`config.mk`:
```
export PLATFORM = sky130hd
export DESIGN_NAME = poly_modq_writer
export DESIGN_NICKNAME = d
export VERILOG_FILES = /design/src/rtl/poly_modq_writer.sv
export SDC_FILE = /design/constraint.sdc
export NUM_CORES = 1
export LEC_CHECK = 0
export CORE_UTILIZATION = 50
export DETAILED_ROUTE_END_ITERATION = 16
export PLACE_DENSITY = 0.67
export SETUP_SLACK_MARGIN = 0.02
export SYNTH_ARGS = -nofsm -noshare
export SYNTH_HDL_FRONTEND = slang
export SYNTH_SLANG_ARGS = --single-unit
```
`constraint.sdc`:
```
create_clock -name clk -period 11 [get_ports clk]
set_input_delay 1.65 -clock clk [delete_from_list [all_inputs] [get_ports clk]]
set_output_delay 1.65 -clock clk [all_outputs]
set_load 0.005 [all_outputs]
```
`src/rtl/poly_modq_writer.sv`:
```
// Streams wide unsigned coefficients through a 3-stage Barrett reducer (mod Q) into the coefficient RAM write port.
// Optional macro MODQ_CENTERED_OUT_EN: write centred representatives in [-(Q-1)/2, (Q-1)/2] instead of [0, Q-1].
module poly_modq_writer #(
    parameter int Q             = 4591,
    parameter int N_COEF        = 761,
    parameter int IN_WIDTH      = 26,
    parameter int RAM_WIDTH     = 13,
    parameter int RAM_ADDR_BITS = 11,
    parameter int BASE_ADDR     = 0
) (
    input  logic                     clk,
    input  logic                     rst_n,
    input  logic                     start,
    input  logic                     in_valid,
    output logic                     in_ready,
    input  logic [IN_WIDTH-1:0]      in_data,
    output logic                     write_enable,
    output logic [RAM_ADDR_BITS-1:0] write_address,
    output logic [RAM_WIDTH-1:0]     input_data,
    output logic                     busy,
    output logic                     done
);

    localparam int          SHIFT  = 39;
    localparam logic [63:0] MU64   = (64'd1 << SHIFT) / 64'(Q);
    localparam int          MU_W   = $clog2(MU64 + 64'd1);
    localparam int          PROD_W = IN_WIDTH + MU_W;
    localparam int          T_W    = PROD_W - SHIFT;
    localparam int          R_W    = $clog2(2 * Q);
    localparam int          CNT_W  = $clog2(N_COEF);

    localparam logic [MU_W-1:0]  MU   = MU_W'(MU64);
    localparam logic [CNT_W-1:0] LAST = CNT_W'(N_COEF - 1);

    if (BASE_ADDR + N_COEF > 2 ** RAM_ADDR_BITS) begin : g_addr_range_check
        $error("poly_modq_writer: BASE_ADDR + N_COEF exceeds the RAM address space");
    end

    typedef enum logic [1:0] {IDLE, RUN, DRAIN, DONE} state_t;

    state_t                   state;
    logic [CNT_W-1:0]         count;
    logic                     xfer;

    logic                     s1_valid;
    logic [IN_WIDTH-1:0]      s1_x;
    logic [RAM_ADDR_BITS-1:0] s1_addr;

    logic                     s2_valid;
    logic [IN_WIDTH-1:0]      s2_x;
    logic [T_W-1:0]           s2_t;
    logic [RAM_ADDR_BITS-1:0] s2_addr;

    logic [R_W-1:0]           r_raw;
    logic [R_W-1:0]           r_mod;
    logic [RAM_WIDTH-1:0]     r_out;

    assign xfer = in_valid && in_ready;

    always_ff @(posedge clk) begin
        if (!rst_n) begin
            state    <= IDLE;
            count    <= '0;
            in_ready <= 1'b0;
            busy     <= 1'b0;
            done     <= 1'b0;
        end else begin
            done <= 1'b0;
            unique case (state)
                IDLE: begin
                    if (start) begin
                        state    <= RUN;
                        count    <= '0;
                        in_ready <= 1'b1;
                        busy     <= 1'b1;
                    end
                end
                RUN: begin
                    if (xfer) begin
                        count <= count + 1'b1;
                        if (count == LAST) begin
                            state    <= DRAIN;
                            in_ready <= 1'b0;
                        end
                    end
                end
                // The output register is the last stage, so done lands the cycle after the final write.
                DRAIN: begin
                    if (!s1_valid && !s2_valid) begin
                        state <= DONE;
                        done  <= 1'b1;
                        busy  <= 1'b0;
                    end
                end
                DONE:    state <= IDLE;
                default: state <= IDLE;
            endcase
        end
    end

    // Barrett quotient estimate is at most one short, so r lands in [0, 2Q) and fits R_W bits exactly.
    always_comb begin
        r_raw = R_W'(s2_x) - R_W'(s2_t) * R_W'(Q);
        r_mod = (r_raw >= R_W'(Q)) ? r_raw - R_W'(Q) : r_raw;
`ifdef MODQ_CENTERED_OUT_EN
        r_out = (r_mod > R_W'((Q - 1) / 2)) ? RAM_WIDTH'(r_mod) - RAM_WIDTH'(Q) : RAM_WIDTH'(r_mod);
`else
        r_out = RAM_WIDTH'(r_mod);
`endif
    end

    always_ff @(posedge clk) begin
        if (!rst_n) begin
            s1_valid      <= 1'b0;
            s2_valid      <= 1'b0;
            write_enable  <= 1'b0;
            write_address <= '0;
            input_data    <= '0;
        end else begin
            s1_valid     <= xfer;
            s2_valid     <= s1_valid;
            write_enable <= s2_valid;
            if (xfer) begin
                s1_x    <= in_data;
                s1_addr <= RAM_ADDR_BITS'(BASE_ADDR) + RAM_ADDR_BITS'(count);
            end
            if (s1_valid) begin
                s2_x    <= s1_x;
                s2_t    <= T_W'((PROD_W'(s1_x) * PROD_W'(MU)) >> SHIFT);
                s2_addr <= s1_addr;
            end
            if (s2_valid) begin
                write_address <= s2_addr;
                input_data    <= r_out;
            end
        end
    end

endmodule

```
Yosys cells after proc, flatten, opt, wreduce, memory -nomap -nowiden. Index checks and enable logic that the tools add are counted.

Register bits after elaboration: 115. Input bits: 30. Output and inout port bits: 28. Word-level logic and storage cells: 59.

Add/subtract/negate cells: 3. Multiply operators: 2. Magnitude comparators: 1. Eq/ne operators: 8. Muxes and demuxes: 16. Reductions and logical operators: 14.

Operators by type and width (number): multiplier 26 x 27 -> 53 bit (second input constant) (1); two-way mux 10 bit (2); case mux 10 bit (2 select lines) (1); greater-or-equal comparator 14 x 13 -> 1 bit (second input constant) (1); multiplier 14 x 13 -> 14 bit (second input constant) (1); subtractor 14 bit (1); two-way mux 13 bit (1); subtractor 13 bit (second input constant) (1); adder 10 x 1 -> 10 bit (second input constant) (1); == test 10 bit (second input constant) (1); two-way mux 2 bit (4); inequality test 2 bit (second input constant) (4); case mux 2 bit (4 select lines) (1); AND reduction 4 bit (2); AND reduction 2 bit (3); AND reduction 3 bit (2); two-way mux 1 bit (5); == test 2 bit (second input constant) (2); case mux 1 bit (2 select lines) (2); nonzero test 2 bit (2); == test 2 x 1 -> 1 bit (second input constant) (1); logical AND 1 bit (2); zero test 1 bit (2); zero test 2 bit (1).

Longest topological paths before layout.
Depth after elaboration: 4. Gate-level depth with buffers: 25. Depth with buffers taken out: 25.

Worst setup path after synthesis. Ideal clock, no wire load.

Path kind: register to register. From: register s1_x[8]. To: register s2_t[7], data pin. Library setup time: 263 ps. Data arrival time: 6094 ps. Data required time: 10737 ps. Setup slack: 4643 ps. Stages on the path, launching flop included: 21. Buffers on the path: 0. Period minus slack after synthesis: 6357 ps. Cell sequence: edfxtp_1 > fa_1 > inv_1 > fa_1 > fa_1 > fa_1 > inv_1 > fa_1 > fa_1 > inv_1 > fa_1 > inv_1 > ha_1 > a21o_1 > a21o_1 > a21o_1 > o311ai_0 > a211o_1 > nand2_1 > a311oi_1 > xnor2_1.

Word-level cells in the longest chain between the ends: 1.

RTL lines: start: declaration (RTL line 46) `logic [IN_WIDTH-1:0] s1_x;`; start signal: assignment (RTL line 124) `s1_x <= in_data;`; multiplier 26 x 27 -> 53 bit (RTL line 129) `s2_t <= T_W'((PROD_W'(s1_x) * PROD_W'(MU)) >> SHIFT);`; end signal: assignment (RTL line 129); end: declaration (RTL line 51) `logic [T_W-1:0] s2_t;`.

Every way passes these cells. A chain may end at the register's enable or synchronous reset.

Final worst setup path.
From: register s1_x[23]. To: register s2_t[5], data pin.

The elaborated chain is that of the path after synthesis.

==> metrics.txt <==
port bufs=56; area leader, netlist=fa_1; clk buf depth=2; worst reg-to-reg path cell count=22; Yosys warnings=0; Mapped Nets=2533; max_slew headroom=0.154; initial core utilization=0.508; initial antenna violation count=1; core area=37700 sq um; Worst Skew=0.0160 ns; Period Utilization, post-route=0.681; max-cap violations=0; Crit Path Category=flip-flop to flip-flop; total track usage=0.261; Final Net Count=2601; setup tns final=0 ns; remaining antenna violation count after routing=0; #FFs+latches synth=115; EDFF count, synth=74; final hold viol count=0; Async SR Flop Fraction=0; total grt overflow=0; die area=39100 sq um; DP HPWL=41.3 mm; insertion delay to the later sink of the worst-skew pair=0.46 ns; Initial DRT Pass Iterations=5; Root Buffer Master=clkbuf_16; R2R Setup Slk=~3.5 ns; Clk pin slew, worst setup/hold paths=0.07 ns; Setup crit end=s2_t[5]; largest net degree at the start of global routing=39; RSZ-0062 raised after global routing=no; Synth cell types=77; total number of vias=roughly 13000; Worst Setup Start Kind=flip-flop; vias in the first global route=around 14000; filler cell count=3375; critical hold path startpoint=s1_addr[0]; H-tree depth=4; Setup Buffers After CTS=0; HP Class=flip-flop to flip-flop; Hold Slack=between 0.4 and 0.5 ns; count of final setup violators=0; clk sinks=115; RePlAce Congestion=0.985; WL/cell=19.3 um; Worst EP required=around 11 ns; die width=around 200 um; die height=198 um; Setup crit start=s1_x[23]; fmax=134 MHz; Crit. End Element=flip-flop; layout cells sized above 1=0.0302; Final Routed Wirelength=between 40 and 50 mm; DR vias/cell=approximately 5.2; sequential share of the synthesized area=0.159; cts bufs inserted=17; CTS resizes=0; first-pass GRT wire length=between 70 and 80 mm; fin. max-slew vios=0; Hold Buf Count CTS=0; IO Count=58; FP Rows=71; Max FO, Critical Path=7; Worst R2R Start=s1_x[23]; Least-Margin Pin Slew=1.27 ns; initial DRC count=551; Crit Reg-Reg Endpoint=s2_t[5]; sequential cell area=3040 sq um; status=completed; DRC=0; footprint of the multi-input gates=13900 sq um; Critical Path AT=7.69 ns; Cells after Synth=1838; top_reg_cell synth=edfxtp_1; minimum clock period after layout=around 7.5 ns; mapped cell area=19100 sq um; Synth top area share=0.355; Area Growth Syn to Fin=9.52%; CTS tree=yes; ranking of synthesized cells by area=fa_1 35%, ha_1 21%, edfxtp_1 12%; synthesized area per cell=~10 sq um
-- cell type report --
type | instances | area share
diodes | 1 | 0.000119
clock buffers | 19 | 0.0227
clock inverters | 13 | 0.00746
inverters | 564 | 0.101
multi-input cells | 1147 | 0.665
flip-flops and latches | 115 | 0.145
well taps | 511 | 0.0305
repair buffers | 61 | 0.0285
-- flip-flops by register name, summed over array words and instances, names as in the netlist, 2 cells and up --
signal	cells
count	10
input_data	13
state	2
write_address	10
s2_t	14
s1_x	26
s2_x	14
s1_addr	10
s2_addr	10
-- worst min-delay path by stage --
stage	end	slack, ns	cells past startpoint
2_1_floorplan	s2_addr[0]	0.40	0
3_3_place_gp	s2_addr[1]	0.40	0
3_5_place_dp	s2_addr[1]	0.41	0
4_1_cts	s2_addr[1]	0.42	0
5_1_grt	s2_addr[7]	0.43	0
6_report	s2_addr[0]	0.42	0
-- metrics by stage --
step | area, sq um | instances | utilization | setup WS [ns]
after CTS | 21000 | 2430 | 0.556 | 3.59
after global placement | 20300 | 2398 | 0.540 | 3.64
after floorplan | 19100 | 1838 | - | 4.64
after global routing | 21000 | 2430 | 0.556 | 3.18
final | 21000 | 2431 | 0.557 | 3.51
after detailed placement | 20300 | 2398 | 0.540 | 3.61
-- synth_stat cells, types with 4 or more instances --
| library cell | number |
|---|---|
| nand2_1 | 42 |
| ha_1 | 326 |
| nand3_1 | 24 |
| nor2_1 | 58 |
| or2_2 | 5 |
| a311oi_1 | 4 |
| o21a_1 | 4 |
| nand4_1 | 15 |
| o21ai_0 | 30 |
| o21bai_1 | 7 |
| mux2i_1 | 12 |
| nor2b_1 | 7 |
| or3_1 | 6 |
| nand2b_1 | 11 |
| o211ai_1 | 12 |
| xor2_1 | 22 |
| a211oi_1 | 5 |
| edfxtp_1 | 74 |
| nor3_1 | 20 |
| clkbuf_1 | 8 |
| a21o_1 | 29 |
| a21oi_1 | 53 |
| a31oi_1 | 10 |
| fa_1 | 339 |
| dfxtp_1 | 41 |
| inv_1 | 562 |
| and2_1 | 6 |
| xnor2_1 | 35 |
-- critical path, stage by stage, from the launching register on --
cell	delay, ns
edfxtp_1	0.57
fa_1	0.75
inv_1	0.17
fa_1	0.58
fa_1	0.45
fa_1	0.40
fa_1	0.52
inv_1	0.05
fa_1	0.47
inv_1	0.05
fa_1	0.47
inv_1	0.04
ha_1	0.33
nand3_1	0.11
nor2_1	0.28
nand4_1	0.25
nor3_1	0.29
o311ai_0	0.30
buf_4	0.26
a211o_1	0.33
a21boi_0	0.29
o21ai_0	0.16
o31a_1	0.12
-- cells by family (layout without fill, tap and decap cells) --
| group | Yosys count | count (layout) | share of synthesized area |
|---|---|---|---|
| mux | 14 | 14 | 0.00765 |
| xor+xnor | 57 | 57 | 0.0261 |
| fa+ha+maj | 665 | 665 | 0.568 |
| simple gates | 212 | 212 | 0.0548 |
| flops | 115 | 115 | 0.159 |
| compound gates | 198 | 198 | 0.0710 |
| other cells | 1 | 2 | 0.000196 |
| buf+inv | 576 | 657 | 0.114 |
-- metal layers --
metal | GRT usage | routed length (um) | vias up
li1 | - | - | 5897
met1 | 0.330 | 20100 | 6329
met2 | 0.457 | 23700 | 258
met3 | 0.0405 | 1860 | 58
met4 | 0.0838 | 1250 | 0
met5 | 0 | 0 | -
-- placed cells by master (no fill, tap or decap), drive strengths merged, types with 7 or more instances in the layout --
master         count
a21oi             55
o21ai             34
nor2              58
dfxtp             41
clkdlybuf4s50     56
fa               339
o211ai            12
nand4             15
clkbuf            19
ha               326
xor2              22
nor3              20
mux2i             12
o21bai             7
nand2             42
a21o              31
xnor2             35
and2               7
nand3             24
a31oi             11
nor2b              7
nand2b            11
inv              570
edfxtp            74
Power is left out: the tool's default activity adds up to more than one toggle a clock period on the data nets, which glitch-free logic cannot reach.
